[src/rtl/game_mbox_pkg.sv]
// Shared types and constants for the game/processor register-file mailbox.
package game_mbox_pkg;

   localparam int unsigned WORD_W = 32;

   localparam logic [4:0] MBOX_EVT_REG   = 5'd20;
   localparam logic [4:0] MBOX_REPLY_REG = 5'd21;
   localparam logic [4:0] MBOX_SHAPE_REG = 5'd25;
   localparam logic [4:0] MBOX_POINT_REG = 5'd26;

   typedef enum logic [1:0] {
      IDLE,
      INJECT,
      WAIT
   } mbox_state_e;

   // Writes to r0 are discarded by the register file, so such a cycle is free to steal.
   function automatic logic port_free(input logic we, input logic [4:0] wr_reg);
      return !we || (wr_reg == 5'd0);
   endfunction

endpackage

[src/rtl/mbox_fifo.sv]
// Small synchronous event FIFO; full/empty are derived from registered pointers only.
module mbox_fifo #(
   parameter int unsigned DEPTH = 4,
   parameter int unsigned WIDTH = 32
) (
   input  logic             clock,
   input  logic             ctrl_reset,
   input  logic             push,
   input  logic [WIDTH-1:0] wdata,
   input  logic             pop,
   output logic [WIDTH-1:0] head,
   output logic             full,
   output logic             empty
);

   localparam int unsigned AW = $clog2(DEPTH);

   logic [WIDTH-1:0] mem [DEPTH];
   logic [AW:0]      wr_ptr_q, rd_ptr_q;
   logic             do_push, do_pop;

   assign do_push = push && !full;
   assign do_pop  = pop && !empty;

   assign empty = (wr_ptr_q == rd_ptr_q);
   assign full  = (wr_ptr_q[AW] != rd_ptr_q[AW]) && (wr_ptr_q[AW-1:0] == rd_ptr_q[AW-1:0]);
   assign head  = mem[rd_ptr_q[AW-1:0]];

   always_ff @(posedge clock or posedge ctrl_reset) begin
      if (ctrl_reset) begin
         wr_ptr_q <= '0;
         rd_ptr_q <= '0;
      end else begin
         if (do_push) wr_ptr_q <= wr_ptr_q + 1'b1;
         if (do_pop)  rd_ptr_q <= rd_ptr_q + 1'b1;
      end
   end

   always_ff @(posedge clock) begin
      if (do_push) mem[wr_ptr_q[AW-1:0]] <= wdata;
   end

endmodule

[src/rtl/game_mailbox_ctrl.sv]
// Injects buffered game events into the event register and returns the processor's reply.
// Optional reply timeout enabled by defining GAME_MBOX_TIMEOUT_EN.
module game_mailbox_ctrl
   import game_mbox_pkg::*;
#(
   parameter logic [4:0]  EVT_REG     = MBOX_EVT_REG,
   parameter logic [4:0]  REPLY_REG   = MBOX_REPLY_REG,
   parameter int unsigned FIFO_DEPTH  = 4,
   parameter int unsigned TIMEOUT_CYC = 1024
) (
   input  logic              clock,
   input  logic              ctrl_reset,
   input  logic              cpu_we,
   input  logic [4:0]        cpu_wr_reg,
   input  logic [WORD_W-1:0] cpu_wr_data,
   input  logic              ev_valid,
   input  logic [WORD_W-1:0] ev_data,
   output logic              ev_ready,
   output logic              rf_we,
   output logic [4:0]        rf_wr_reg,
   output logic [WORD_W-1:0] rf_wr_data,
   output logic              reply_valid,
   output logic [WORD_W-1:0] reply_data,
   output logic              timeout,
   output logic              busy
);

   if (FIFO_DEPTH < 2 || TIMEOUT_CYC < 2) begin : g_bad_cfg
      $error("game_mailbox_ctrl: FIFO_DEPTH and TIMEOUT_CYC must both be at least 2");
   end

   mbox_state_e       state_q, state_d;
   logic [WORD_W-1:0] fifo_head;
   logic              fifo_full, fifo_empty;
   logic              pop, grant, reply_hit, timeout_hit;
   logic              reply_valid_q;
   logic [WORD_W-1:0] reply_data_q;

   mbox_fifo #(
      .DEPTH (FIFO_DEPTH),
      .WIDTH (WORD_W)
   ) u_fifo (
      .clock      (clock),
      .ctrl_reset (ctrl_reset),
      .push       (ev_valid),
      .wdata      (ev_data),
      .pop        (pop),
      .head       (fifo_head),
      .full       (fifo_full),
      .empty      (fifo_empty)
   );

   assign ev_ready = !fifo_full;

`ifdef GAME_MBOX_TIMEOUT_EN
   localparam int unsigned CNT_W = $clog2(TIMEOUT_CYC);

   logic [CNT_W-1:0] cnt_q, cnt_d;
   logic             timeout_q;
   logic             cnt_last;

   assign cnt_last = (cnt_q == CNT_W'(TIMEOUT_CYC - 1));
   // Outside WAIT the counter sits at zero, which also clears it on entry.
   assign cnt_d    = (state_q == WAIT) ? cnt_q + CNT_W'(1) : '0;

   always_ff @(posedge clock or posedge ctrl_reset) begin
      if (ctrl_reset) begin
         cnt_q     <= '0;
         timeout_q <= 1'b0;
      end else begin
         cnt_q     <= cnt_d;
         timeout_q <= timeout_hit;
      end
   end

   assign timeout = timeout_q;
`else
   logic cnt_last;

   assign cnt_last = 1'b0;
   assign timeout  = 1'b0;
`endif

   always_comb begin
      state_d     = state_q;
      pop         = 1'b0;
      grant       = 1'b0;
      reply_hit   = 1'b0;
      timeout_hit = 1'b0;
      unique case (state_q)
         IDLE: begin
            if (!fifo_empty) state_d = INJECT;
         end
         INJECT: begin
            if (port_free(cpu_we, cpu_wr_reg)) begin
               grant   = 1'b1;
               pop     = 1'b1;
               state_d = WAIT;
            end
         end
         WAIT: begin
            // A reply on the terminal-count cycle takes precedence over the timeout.
            if (cpu_we && (cpu_wr_reg == REPLY_REG)) begin
               reply_hit = 1'b1;
               state_d   = IDLE;
            end else if (cnt_last) begin
               timeout_hit = 1'b1;
               state_d     = IDLE;
            end
         end
         default: state_d = IDLE;
      endcase
   end

   always_comb begin
      rf_we      = cpu_we;
      rf_wr_reg  = cpu_wr_reg;
      rf_wr_data = cpu_wr_data;
      if (grant) begin
         rf_we      = 1'b1;
         rf_wr_reg  = EVT_REG;
         rf_wr_data = fifo_head;
      end
   end

   always_ff @(posedge clock or posedge ctrl_reset) begin
      if (ctrl_reset) begin
         state_q       <= IDLE;
         reply_valid_q <= 1'b0;
         reply_data_q  <= '0;
      end else begin
         state_q       <= state_d;
         reply_valid_q <= reply_hit;
         if (reply_hit) reply_data_q <= cpu_wr_data;
      end
   end

   assign reply_valid = reply_valid_q;
   assign reply_data  = reply_data_q;
   assign busy        = (state_q != IDLE) || !fifo_empty;

endmodule

[config.mk]
export PLATFORM = sky130hd
export DESIGN_NAME = game_mailbox_ctrl
export DESIGN_NICKNAME = d
export VERILOG_FILES = /design/src/rtl/game_mbox_pkg.sv /design/src/rtl/mbox_fifo.sv /design/src/rtl/game_mailbox_ctrl.sv
export SDC_FILE = /design/constraint.sdc
export NUM_CORES = 1
export LEC_CHECK = 0
export CAP_MARGIN = 20
export CORE_MARGIN = 8
export CORE_UTILIZATION = 30
export DETAILED_ROUTE_END_ITERATION = 10
export PLACE_DENSITY = 0.51
export SETUP_SLACK_MARGIN = 0.15
export SYNTH_ARGS = -nofsm -noshare
export SYNTH_HDL_FRONTEND = slang
export SYNTH_SLANG_ARGS = --single-unit
export TNS_END_PERCENT = 100
[constraint.sdc]
create_clock -name clock -period 2.95 [get_ports clock]
set_clock_uncertainty 0.2 [all_clocks]
set_input_delay 0.4425 -clock clock [delete_from_list [all_inputs] [get_ports clock]]
set_output_delay 0.4425 -clock clock [all_outputs]
set_load 0.02 [all_outputs]
==> implementation parameters <==
Parameter                              Value

Synth
  Warning count from the yosys run ... 0
  Cell Area, Synth ... 7030 um2
  Share of synthesized area occupied by flip-flops and latches ... between 60 and 70%
  Mean cell area of the mapped netlist ... 21.4 um2
  Share of synthesized flip-flops with an asynchronous set or reset ... 24.3%
  Flip-flop and latch count after synthesis ... 169
  Cells after synthesis ... between 300 and 400
  Synth top area cells ... sky130_fd_sc_hd__edfxtp_1, sky130_fd_sc_hd__dfrtp_1, sky130_fd_sc_hd__mux2_4
  Leading register cell type out of synthesis ... sky130_fd_sc_hd__edfxtp_1
  Cell with the most instances after synthesis ... sky130_fd_sc_hd__edfxtp_1
  EDFF count, synth ... between 100 and 150
  Share of the synthesized area in the top cell type ... 54.7%
  Nets in the synthesized netlist ... 407
  Cell accounting for the most synthesized area ... sky130_fd_sc_hd__edfxtp_1
  Top cell types by occurrence after synthesis ... sky130_fd_sc_hd__edfxtp_1, sky130_fd_sc_hd__mux2_4, sky130_fd_sc_hd__dfrtp_1
  Synth unique cells ... 34

Floorplanning
  Die X-Extent ... 169 um
  Starting Density ... 30.2%
  Die area ... 28,600 um2
  Core Footprint ... 23,300 um2
  Number of I/O pins ... roughly 150
  Die Span Y ... 169 um
  Row cnt ... 56

Pwr
  Switching power share of the total ... 30.7%
  Combinational Power Share ... 37.9%
  Internal Power ... 5970 uW
  Leakage power ... around 0.0037 uW
  Peak supply drop ... 0.342 mV
  Share of total power in the clock network ... 23.3%
  Sequential group share of total power ... 38.8%
  Cell Pwr Density ... 887 nW/um2
  Total net switching power ... 2640 uW

Detailed routing
  Number of vias per cell after detailed routing ... around 4.3
  Final Routed Wirelength ... 16,500 um
  Number of remaining DRC errors ... 0
  Iteration-0 DRC count of the detailed router ... 138
  Total iterations of the first detailed-routing run ... 4
  Routed len/inst ... 19.5 um
  Total vias in the final route ... between 3,000 and 4,000
  Final antenna-violating net count ... 0

Clocking
  Buffer levels on the longest clock path ... 2
  Number of buffers created by CTS ... 17
  TritonCTS sink count ... about 170
  Clock tree root buffer cell ... sky130_fd_sc_hd__clkbuf_16
  Deepest level of the CTS H-tree ... 4
  TritonCTS clock tree ... yes
  Worst skew pair latency ... 0.42 ns
  Clock transition at the registers of the reported paths ... 0.06 ns

Timing
  Final setup fails ... 0
  Setup repair after global routing missed its margin ... yes
  Minimum setup slack in the final design ... 0.137 ns
  Transition time at the pin with the least slew margin ... 0.929 ns
  Clock period minus final worst setup slack ... 2.81 ns
  Final cycle utilization of the critical path ... 95.4%
  Final hold viol count ... 0
  Worst hold slack ... 0.288 ns
  Final number of max-transition violations ... 0
  Highest Clock Rate ... 0.355 GHz
  Slew margin rel. ... 38.1%

Global route
  Number of global-route vias before repair ... 4,201
  Total global routing overflow ... 0
  First-pass GRT wire length ... between 20,000 and 25,000 um
  Total routing usage reported by global routing ... 11.8%
  Largest net degree at the start of global routing ... 42
  Initial antenna violation count ... 0

Critical path
  Crit-path cells ... buf_12 > mux4_2 > mux2_4 > dlygate4sd2_1
  Dominant delay contributor by cell family on the critical path ... multiplexers
  Buffer and inverter count on the worst path ... 2
  Worst Setup End Kind ... output pin
  Type of origin of the critical path ... register
  Worst path max stage delay ... 0.56 ns
  Type of the worst setup path ... reg2out
  Crit-path max FO ... 16
  Slowest library cell on the worst path ... sky130_fd_sc_hd__mux4_2
  Launching point of the worst reg2reg path ... u_fifo.rd_ptr_q[1]
  Critical path required time ... 2.31 ns
  Data arrival time of the critical path ... approximately 2.2 ns
  Worst setup startpoint ... u_fifo.rd_ptr_q[0]

Placed design
  Placement Setup Slack ... -0.194 ns
  Routability congestion estimate from global placement ... 0.706
  Post-place instance area ... between 9000 and 10,000 um2
  Estimated wirelength of the detail-placed design ... 10,600 um
  Port Buffer Count ... roughly 150

Run status
  Result of the run ... completed

Hold path
  Hold Path Origin ... u_fifo.wr_ptr_q[2]
  Path type of the worst min-delay path ... reg2reg

Final layout
  Post-synthesis to final-layout area growth ... 38.1%
  Share of final-layout standard cells stronger than drive strength 1 ... 38.8%
  ANT cells ... 0
  Number of nets at the end of the flow ... 593
  Post-route cell area ... 9700 um2

Run
  Max-cap viol count ... 0
## per-layer routing
| layer | vias to the layer above | part of all wire (%) | global-route usage, % |
|---|---|---|---|
| met5 | - | 0 | 0 |
| met4 | 0 | 0.92 | 3.58 |
| met3 | 9 | 5.2 | 3.42 |
| met2 | 103 | 51 | 20.2 |
| met1 | 1877 | 43 | 14.2 |
| li1 | 1670 | - | - |
## area by class of cell
cell class / instances / area, um2
Inverter: 5 / 18.8
Multi-Input combinational cell: 140 / 2040
Fill cell: 2103 / 13600
Clock inverter: 14 / 96.3
Tap cell: 319 / 399
Sequential cell: 169 / 4870
Timing Repair Buffer: 182 / 1840
Clock buffer: 18 / 429
## power by group through the flow
stage                     logic, uW  clock network, uW  registers (uW)
after floorplan                1820                  0            3420
after global placement         3080                  0            3390
after detailed placement       3110                  0            3420
after CTS                      3280               2080            3340
after global routing           3510               2170            3390
final                          3260               2010            3340
## final timing paths
check	end	slack [ns]	cells after the start
max	rf_wr_data[12]	0.14	4
min	u_fifo.wr_ptr_q[2]	0.29	1
max reg2reg	u_fifo.mem[3][17]	0.50	4
min reg2reg	u_fifo.wr_ptr_q[2]	0.29	1
max in group asynchronous	u_fifo.rd_ptr_q[1]	1.75	3
min in group asynchronous	state_q[0]	0.32	3
## per-stage QoR
| step | util [%] | setup TNS (ns) | total power (uW) | std cells |
|---|---|---|---|---|
| floorplan | - | 0 | 5240 | 329 |
| finish | 41.7 | 0 | 8610 | 847 |
| global placement | 38.9 | -4.94 | 6470 | 798 |
| global route | 41.7 | 0 | 9080 | 847 |
| detailed placement | 38.9 | -5.15 | 6530 | 798 |
| CTS | 41.6 | 0 | 8700 | 841 |
## placed cells by master, fill, tap and decap left out, drive strengths merged, types with 2 or more instances in the layout
| master | n |
|---|---|
| dlygate4sd2 | 14 |
| nor2b | 4 |
| clkdlybuf4s15 | 4 |
| and3 | 4 |
| bufbuf | 2 |
| nand2b | 3 |
| xnor2 | 3 |
| clkbuf | 30 |
| nor4 | 2 |
| nor3b | 3 |
| mux4 | 32 |
| clkinv | 7 |
| ha | 5 |
| inv | 10 |
| clkdlybuf4s50 | 103 |
| mux2 | 66 |
| edfxtp | 128 |
| buf | 46 |
| xor2 | 4 |
| clkinvlp | 2 |
| dfrtp | 41 |
| nand2 | 3 |
## state kept, by name, indices dropped and copies added, names as in the netlist
| register | flops |
|---|---|
| u_fifo.rd_ptr_q | 3 |
| reply_valid | 1 |
| reply_data | 32 |
| state_q | 2 |
| u_fifo.wr_ptr_q | 3 |
| u_fifo.mem | 128 |
## what timing repair did
| item | 4_1_cts | 5_1_grt |
|---|---|---|
| hold buffers | 0 | 0 |
| pin swaps | 3 | 3 |
| resized for setup | 86 | 29 |
| buffers inserted | 8 | 5 |
| endpoints found under the setup margin | 36 | 27 |
| cloned | 3 | 1 |
## kinds of logic after synthesis
kind of cell             after synthesis  synth area share (%)
AND/OR/NAND/NOR                       25                  2.55
buffers and inverters                 20                  1.96
adder cells (fa/ha/maj)                5                 0.890
XOR/XNOR                               7                 0.873
other                                  1                0.0534
multiplexers                          98                  23.8
flip-flops                           169                  69.3
AO/OA/AOI/OAI                          4                 0.534
No activity file was read; power rests on OpenSTA's default activity.
